<file path="config.mk">
export PLATFORM = sky130hd
export DESIGN_NAME = cursor_readout
export DESIGN_NICKNAME = d
export VERILOG_FILES = /design/src/rtl/cursor_readout.sv
export SDC_FILE = /design/constraint.sdc
export NUM_CORES = 1
export LEC_CHECK = 0
export ABC_AREA = 0
export CAP_MARGIN = 20
export CELL_PAD_IN_SITES_DETAIL_PLACEMENT = 0
export CELL_PAD_IN_SITES_GLOBAL_PLACEMENT = 1
export CORE_MARGIN = 2
export CORE_UTILIZATION = 49
export DETAILED_ROUTE_END_ITERATION = 10
export PLACE_DENSITY_LB_ADDON = 0.1
export SYNTH_ARGS = -nofsm -noshare
export SYNTH_HDL_FRONTEND = slang
export SYNTH_SLANG_ARGS = --single-unit
</file>
<file path="constraint.sdc">
create_clock -name clock -period 21.2 [get_ports clock]
set_input_delay 4.24 -clock clock [delete_from_list [all_inputs] [get_ports clock]]
set_output_delay 4.24 -clock clock [all_outputs]
set_load 0.005 [all_outputs]
</file>
<file path="src/rtl/cursor_readout.sv">
// cursor_readout
//   Measures the distance between two cursors on request and shows the scaled
//   result as six active-low 7-segment digits.
//   Mode 0: value = |Y1 - Y2| << shiftDown1
//   Mode 1: value = |X1 - X2| * (sampleAdjust1 + 1)
//   The value is saturated to 999999 and converted to BCD one bit per cycle
//   (double dabble). Leading zeros are blanked.
//
// Ports
//   clock, reset                 sole clock; asynchronous active-high reset
//   sampleTick                   one-cycle measurement request (ignored while busy)
//   modeSelect                   0 = Y-cursor delta, 1 = X-cursor delta
//   cursorX1/X2/Y1/Y2 [10:0]     cursor pixel positions
//   cursorX_EN, cursorY_EN       cursor enables; disabled cursor blanks the display
//   shiftDown1 [3:0]             vertical scale exponent
//   sampleAdjust1 [5:0]          horizontal scale factor minus one
//   hex0..hex5 [6:0]             segments g..a, active low, hex0 least significant
//   busy                         high while a measurement is in progress
//   valid                        one-cycle pulse when hex outputs update
module cursor_readout (
  input  logic        clock,
  input  logic        reset,
  input  logic        sampleTick,
  input  logic        modeSelect,
  input  logic [10:0] cursorX1,
  input  logic [10:0] cursorX2,
  input  logic [10:0] cursorY1,
  input  logic [10:0] cursorY2,
  input  logic        cursorX_EN,
  input  logic        cursorY_EN,
  input  logic [3:0]  shiftDown1,
  input  logic [5:0]  sampleAdjust1,
  output logic [6:0]  hex0,
  output logic [6:0]  hex1,
  output logic [6:0]  hex2,
  output logic [6:0]  hex3,
  output logic [6:0]  hex4,
  output logic [6:0]  hex5,
  output logic        busy,
  output logic        valid
);

  typedef enum logic [1:0] {IDLE, SCALE, CONVERT, LOAD} state_t;

  localparam logic [6:0]  SEG_BLANK  = 7'h7F;
  localparam logic [25:0] VALUE_MAX  = 26'd999999;
  localparam logic [4:0]  LAST_BIT   = 5'd19;

  state_t            state_q, state_d;
  logic              mode_q, mode_d;
  logic              en_q, en_d;
  logic [10:0]       pos_a_q, pos_a_d;
  logic [10:0]       pos_b_q, pos_b_d;
  logic [3:0]        shift_q, shift_d;
  logic [5:0]        adj_q, adj_d;
  logic [19:0]       bin_q, bin_d;
  logic [23:0]       bcd_q, bcd_d;
  logic [4:0]        cnt_q, cnt_d;
  logic [5:0][6:0]   hex_q, hex_d;
  logic              valid_q, valid_d;

  // Scaling datapath, evaluated from the latched operands.
  logic [10:0]       delta;
  logic [25:0]       value;
  logic [19:0]       value_sat;
  logic [23:0]       bcd_adj;
  logic [5:0][6:0]   digit_seg;
  logic [5:0][6:0]   disp;
  logic [5:0]        digit_nz;
  logic [5:0]        digit_show;

  function automatic logic [6:0] seg7(input logic [3:0] d);
    case (d)
      4'd0:    seg7 = 7'b1000000;
      4'd1:    seg7 = 7'b1111001;
      4'd2:    seg7 = 7'b0100100;
      4'd3:    seg7 = 7'b0110000;
      4'd4:    seg7 = 7'b0011001;
      4'd5:    seg7 = 7'b0010010;
      4'd6:    seg7 = 7'b0000010;
      4'd7:    seg7 = 7'b1111000;
      4'd8:    seg7 = 7'b0000000;
      4'd9:    seg7 = 7'b0010000;
      default: seg7 = SEG_BLANK;
    endcase
  endfunction

  always_comb begin
    delta = (pos_a_q >= pos_b_q) ? (pos_a_q - pos_b_q) : (pos_b_q - pos_a_q);
    // 26 bits covers 2047 << 15, the largest possible product or shift.
    if (mode_q)
      value = {15'd0, delta} * {19'd0, ({1'b0, adj_q} + 7'd1)};
    else
      value = {15'd0, delta} << shift_q;
    value_sat = (value > VALUE_MAX) ? VALUE_MAX[19:0] : value[19:0];
  end

  genvar gi;
  generate
    for (gi = 0; gi < 6; gi++) begin : g_digit
      // Add-3 correction applied before each shift of the double dabble.
      assign bcd_adj[4*gi +: 4] = (bcd_q[4*gi +: 4] >= 4'd5) ? (bcd_q[4*gi +: 4] + 4'd3)
                                                             : bcd_q[4*gi +: 4];
      assign digit_seg[gi] = seg7(bcd_q[4*gi +: 4]);
      assign digit_nz[gi]  = (bcd_q[4*gi +: 4] != 4'd0);
      // A digit is shown if it or any more significant digit is non-zero;
      // the units digit is always shown so zero reads "0".
      if (gi == 0) begin : g_units
        assign digit_show[gi] = 1'b1;
      end else if (gi == 5) begin : g_top
        assign digit_show[gi] = digit_nz[gi];
      end else begin : g_mid
        assign digit_show[gi] = digit_nz[gi] | digit_show[gi+1];
      end
      assign disp[gi] = (en_q && digit_show[gi]) ? digit_seg[gi] : SEG_BLANK;
    end
  endgenerate

  always_comb begin
    state_d = state_q;
    mode_d  = mode_q;
    en_d    = en_q;
    pos_a_d = pos_a_q;
    pos_b_d = pos_b_q;
    shift_d = shift_q;
    adj_d   = adj_q;
    bin_d   = bin_q;
    bcd_d   = bcd_q;
    cnt_d   = cnt_q;
    hex_d   = hex_q;
    valid_d = 1'b0;

    case (state_q)
      IDLE: begin
        if (sampleTick) begin
          mode_d = modeSelect;
          if (modeSelect) begin
            en_d    = cursorX_EN;
            pos_a_d = cursorX1;
            pos_b_d = cursorX2;
            adj_d   = sampleAdjust1;
          end else begin
            en_d    = cursorY_EN;
            pos_a_d = cursorY1;
            pos_b_d = cursorY2;
            shift_d = shiftDown1;
          end
          state_d = SCALE;
        end
      end
      SCALE: begin
        bin_d   = value_sat;
        bcd_d   = '0;
        cnt_d   = '0;
        state_d = CONVERT;
      end
      CONVERT: begin
        bcd_d = {bcd_adj[22:0], bin_q[19]};
        bin_d = {bin_q[18:0], 1'b0};
        cnt_d = cnt_q + 5'd1;
        if (cnt_q == LAST_BIT)
          state_d = LOAD;
      end
      LOAD: begin
        hex_d   = disp;
        valid_d = 1'b1;
        state_d = IDLE;
      end
      default: state_d = IDLE;
    endcase
  end

  always_ff @(posedge clock or posedge reset) begin
    if (reset) begin
      state_q <= IDLE;
      mode_q  <= 1'b0;
      en_q    <= 1'b0;
      pos_a_q <= '0;
      pos_b_q <= '0;
      shift_q <= '0;
      adj_q   <= '0;
      bin_q   <= '0;
      bcd_q   <= '0;
      cnt_q   <= '0;
      hex_q   <= {6{SEG_BLANK}};
      valid_q <= 1'b0;
    end else begin
      state_q <= state_d;
      mode_q  <= mode_d;
      en_q    <= en_d;
      pos_a_q <= pos_a_d;
      pos_b_q <= pos_b_d;
      shift_q <= shift_d;
      adj_q   <= adj_d;
      bin_q   <= bin_d;
      bcd_q   <= bcd_d;
      cnt_q   <= cnt_d;
      hex_q   <= hex_d;
      valid_q <= valid_d;
    end
  end

  assign busy  = (state_q != IDLE);
  assign valid = valid_q;
  assign hex0  = hex_q[0];
  assign hex1  = hex_q[1];
  assign hex2  = hex_q[2];
  assign hex3  = hex_q[3];
  assign hex4  = hex_q[4];
  assign hex5  = hex_q[5];

endmodule

</file>
==> flow_summary_export.csv <==
group,metric,value,unit
yosys,syn_nets,1530,
clock_network,htree_num_levels,4,
yosys,syn_inst,1332,
setup_path,critPathCaptureType,"flop",
clock_network,cts_num_sinks,128,
setup_path,path_common_cell,"inv_1",
global_routing,grt_max_degree,76,
global_routing,grt_use_total,24.9,%
timing,slew_violations,0,
finish,area_delta_synth_final,15.4,%
timing,max_freq,129,MHz
place,gp_congestion,0.908,
timing,setup_viol,0,
yosys,synth_area_leaders,"dfrtp_1 (19%), ha_1 (10%), dfstp_2 (9.7%)",
clock_network,clk_transition_reported_paths,70,ps
routing,wl_per_cell,17.2,um
setup_path,arrival,8060,ps
timing,tns,0,ps
routing,drtIter0Drc,646,
floorplanning,start_util,50.0,%
place,port-buffer-count,103,
setup_path,critPathKind,"reg2reg",
worst_hold_path,min_path_type,"reg2reg",
setup_path,crit_slowest_cell,"fa_1",
yosys,yosys.area.top_type,"dfrtp_1",
floorplanning,ioPinCount,104,
clock_network,clk_latency,430,ps
clock_network,holdBufCountCts,0,
yosys,async_flop_share,100,%
routing,dr.pass1.iters,6,
routing,wl,29.1,mm
yosys,synthesis.area,11300,um2
global_routing,grt_antenna_before_repair,0,
yosys,syn_avg_cell_area,8.50,um2
yosys,seq_area_frac_synth,28.7,%
clock_network,root_buffer,"clkbuf_16",
finish,final_cell_mix,"nor2_1 (199), a21oi_1 (141), inv_1 (129), clkdlybuf4s50_1 (103), ha_1 (90)",
setup_path,worstPathMaxFanout,13,
timing,relSlewSlack,34.9,%
timing,hold_viol_final,0,
timing,min_period,7750,ps
routing,drc,0,
clock_network,clockBufferDepth,2,
finish,drive_gt1_share,10.5,%
run_status,outcome,"finished, final reports clean",
place,dp_hpwl,21.5,mm
setup_path,max_stage_delay,540,ps
routing,vias,9726,
floorplanning,coreArea,22600,um2
finish,layout_commonest_cell,"nor2_1",
timing,rsz0062_at_grt,"false",
routing,antenna_left,0,
global_routing,grt_pass1_vias,9703,
floorplanning,die_w,156,um
setup_path,start_kind,"flop",
yosys,synth_edf_count,0,
timing,skew,14.0,ps
floorplanning,die_y,156,um
yosys,yosysUniqueCellTypes,88,
clock_network,cts_resized,0,
yosys,ys_seq_elements,128,
yosys,synth_top_area_share,19.0,%
global_routing,grt_pass1_wl,49.1,mm
timing,finalCritPeriodShare,36.5,%
finish,layout.nets,1593,
floorplanning,placementRows,55,
clock_network,numCtsBuffers,17,
routing,vias_per_cell,5.74,
setup_path,required,21510,ps
yosys,yosys_warnings,0,
global_routing,overflow,0,
finish,n_antenna_cell,0,
clock_network,cts_tree,"done",
clock_network,cts_setup_buffers,0,
timing,worst_pin_slew,976,ps
floorplanning,dieArea,24300,um2
yosys,ys.flop_type,"dfrtp_1",
job,drv_cap,0,
-- worst max-delay path: cells and delay by family (launching register included) --
family          cells  cell delay (ps)
simple gates        6             1220
buf+inv             6              510
xor+xnor            2              350
flops               1              380
fa+ha+maj           6             2980
compound gates      8             1880
mux                 1              300
-- metrics by stage --
stage	hold WS (ps)	std cells	utilization [%]	cell area (um2)	worst slack, ps
6_report	489	1693	57.7	13100	13450
5_1_grt	507	1693	57.7	13100	12960
4_1_cts	491	1693	57.7	13100	13480
3_5_place_dp	478	1661	55.2	12500	13500
3_3_place_gp	478	1661	55.2	12500	13630
2_1_floorplan	475	1332	-	11300	13620
-- synth_stat cells, types with 5 or more instances --
cell      count
fa_1         46
nand4_1       6
inv_1       130
o211ai_1      9
clkbuf_1     48
nand3b_1      5
a21o_1       10
and3_1        8
nand2_1      78
o22a_1       14
ha_1         92
a31oi_1      10
a221o_1       5
or3_1        10
a31o_2        7
xnor2_1      23
a211oi_1     10
nand2b_1     26
nor3b_1       7
o21ai_0      73
o22ai_1      32
o21a_1        5
mux2_2       13
dfstp_2      42
buf_2         6
and2_1        9
dfrtp_1      86
a31oi_2       6
xor2_1        9
buf_1        10
mux2i_1      28
a21oi_1     141
nand3_1      19
a32oi_1       7
mux4_2        5
nor2_1      199
nor2b_1       8
nor3_1       11
a21oi_2       5
-- metal layers --
metal / vias to the layer above / part of all wire, % / GRT usage, %
met5: - / 0 / 0
met1: 4663 / 45 / 32.7
met3: 49 / 4.3 / 3.31
met2: 269 / 49 / 43.3
met4: 0 / 2.0 / 7.08
li1: 4745 / - / -
-- final timing paths --
| check | startpoint | end | slack, ps | cells after the start |
|---|---|---|---|---|
| hold reg to reg | hex4[5]$_DFFE_PP1P_ | hex4[5]$_DFFE_PP1P_ | 490 | 2 |
| setup / recovery | pos_a_q[0]$_DFFE_PP0P_ | bin_q[12]$_DFFE_PP0P_ | 13450 | 29 |
| setup reg to reg | pos_a_q[0]$_DFFE_PP0P_ | bin_q[12]$_DFFE_PP0P_ | 13450 | 29 |
| min in group asynchronous | reset | bcd_q[21]$_DFFE_PP0P_ | 4260 | 2 |
| hold / removal | hex4[5]$_DFFE_PP1P_ | hex4[5]$_DFFE_PP1P_ | 490 | 2 |
| max in group asynchronous | reset | adj_q[3]$_DFFE_PP0P_ | 15530 | 3 |
-- kinds of logic after synthesis --
kind of cell | synth area share [%]
DFF | 28.7
AOI/OAI and AO/OA | 22.2
xor gates and xnor gates | 2.62
buffers and inverters | 7.14
muxes | 5.01
and+or+nand+nor | 16.0
adders and majority gates | 18.3
-- sequential cells by signal (all words and copies together) (netlist names), 11 cells and up --
register / count
bcd_q: 24
bin_q: 20
pos_a_q: 11
pos_b_q: 11
-- cell type report --
type                    count  area [um2]
clock buffers              17         425
clock inverters            15         149
fillers                  2141        9570
multi-input cells        1002        7270
repair buffers            114        1110
inverters                 132         498
flip-flops and latches    128        3260
well taps                 285         357
Power is left out: the tool's default activity adds up to more than one toggle a clock period on the data nets, which glitch-free logic cannot reach.
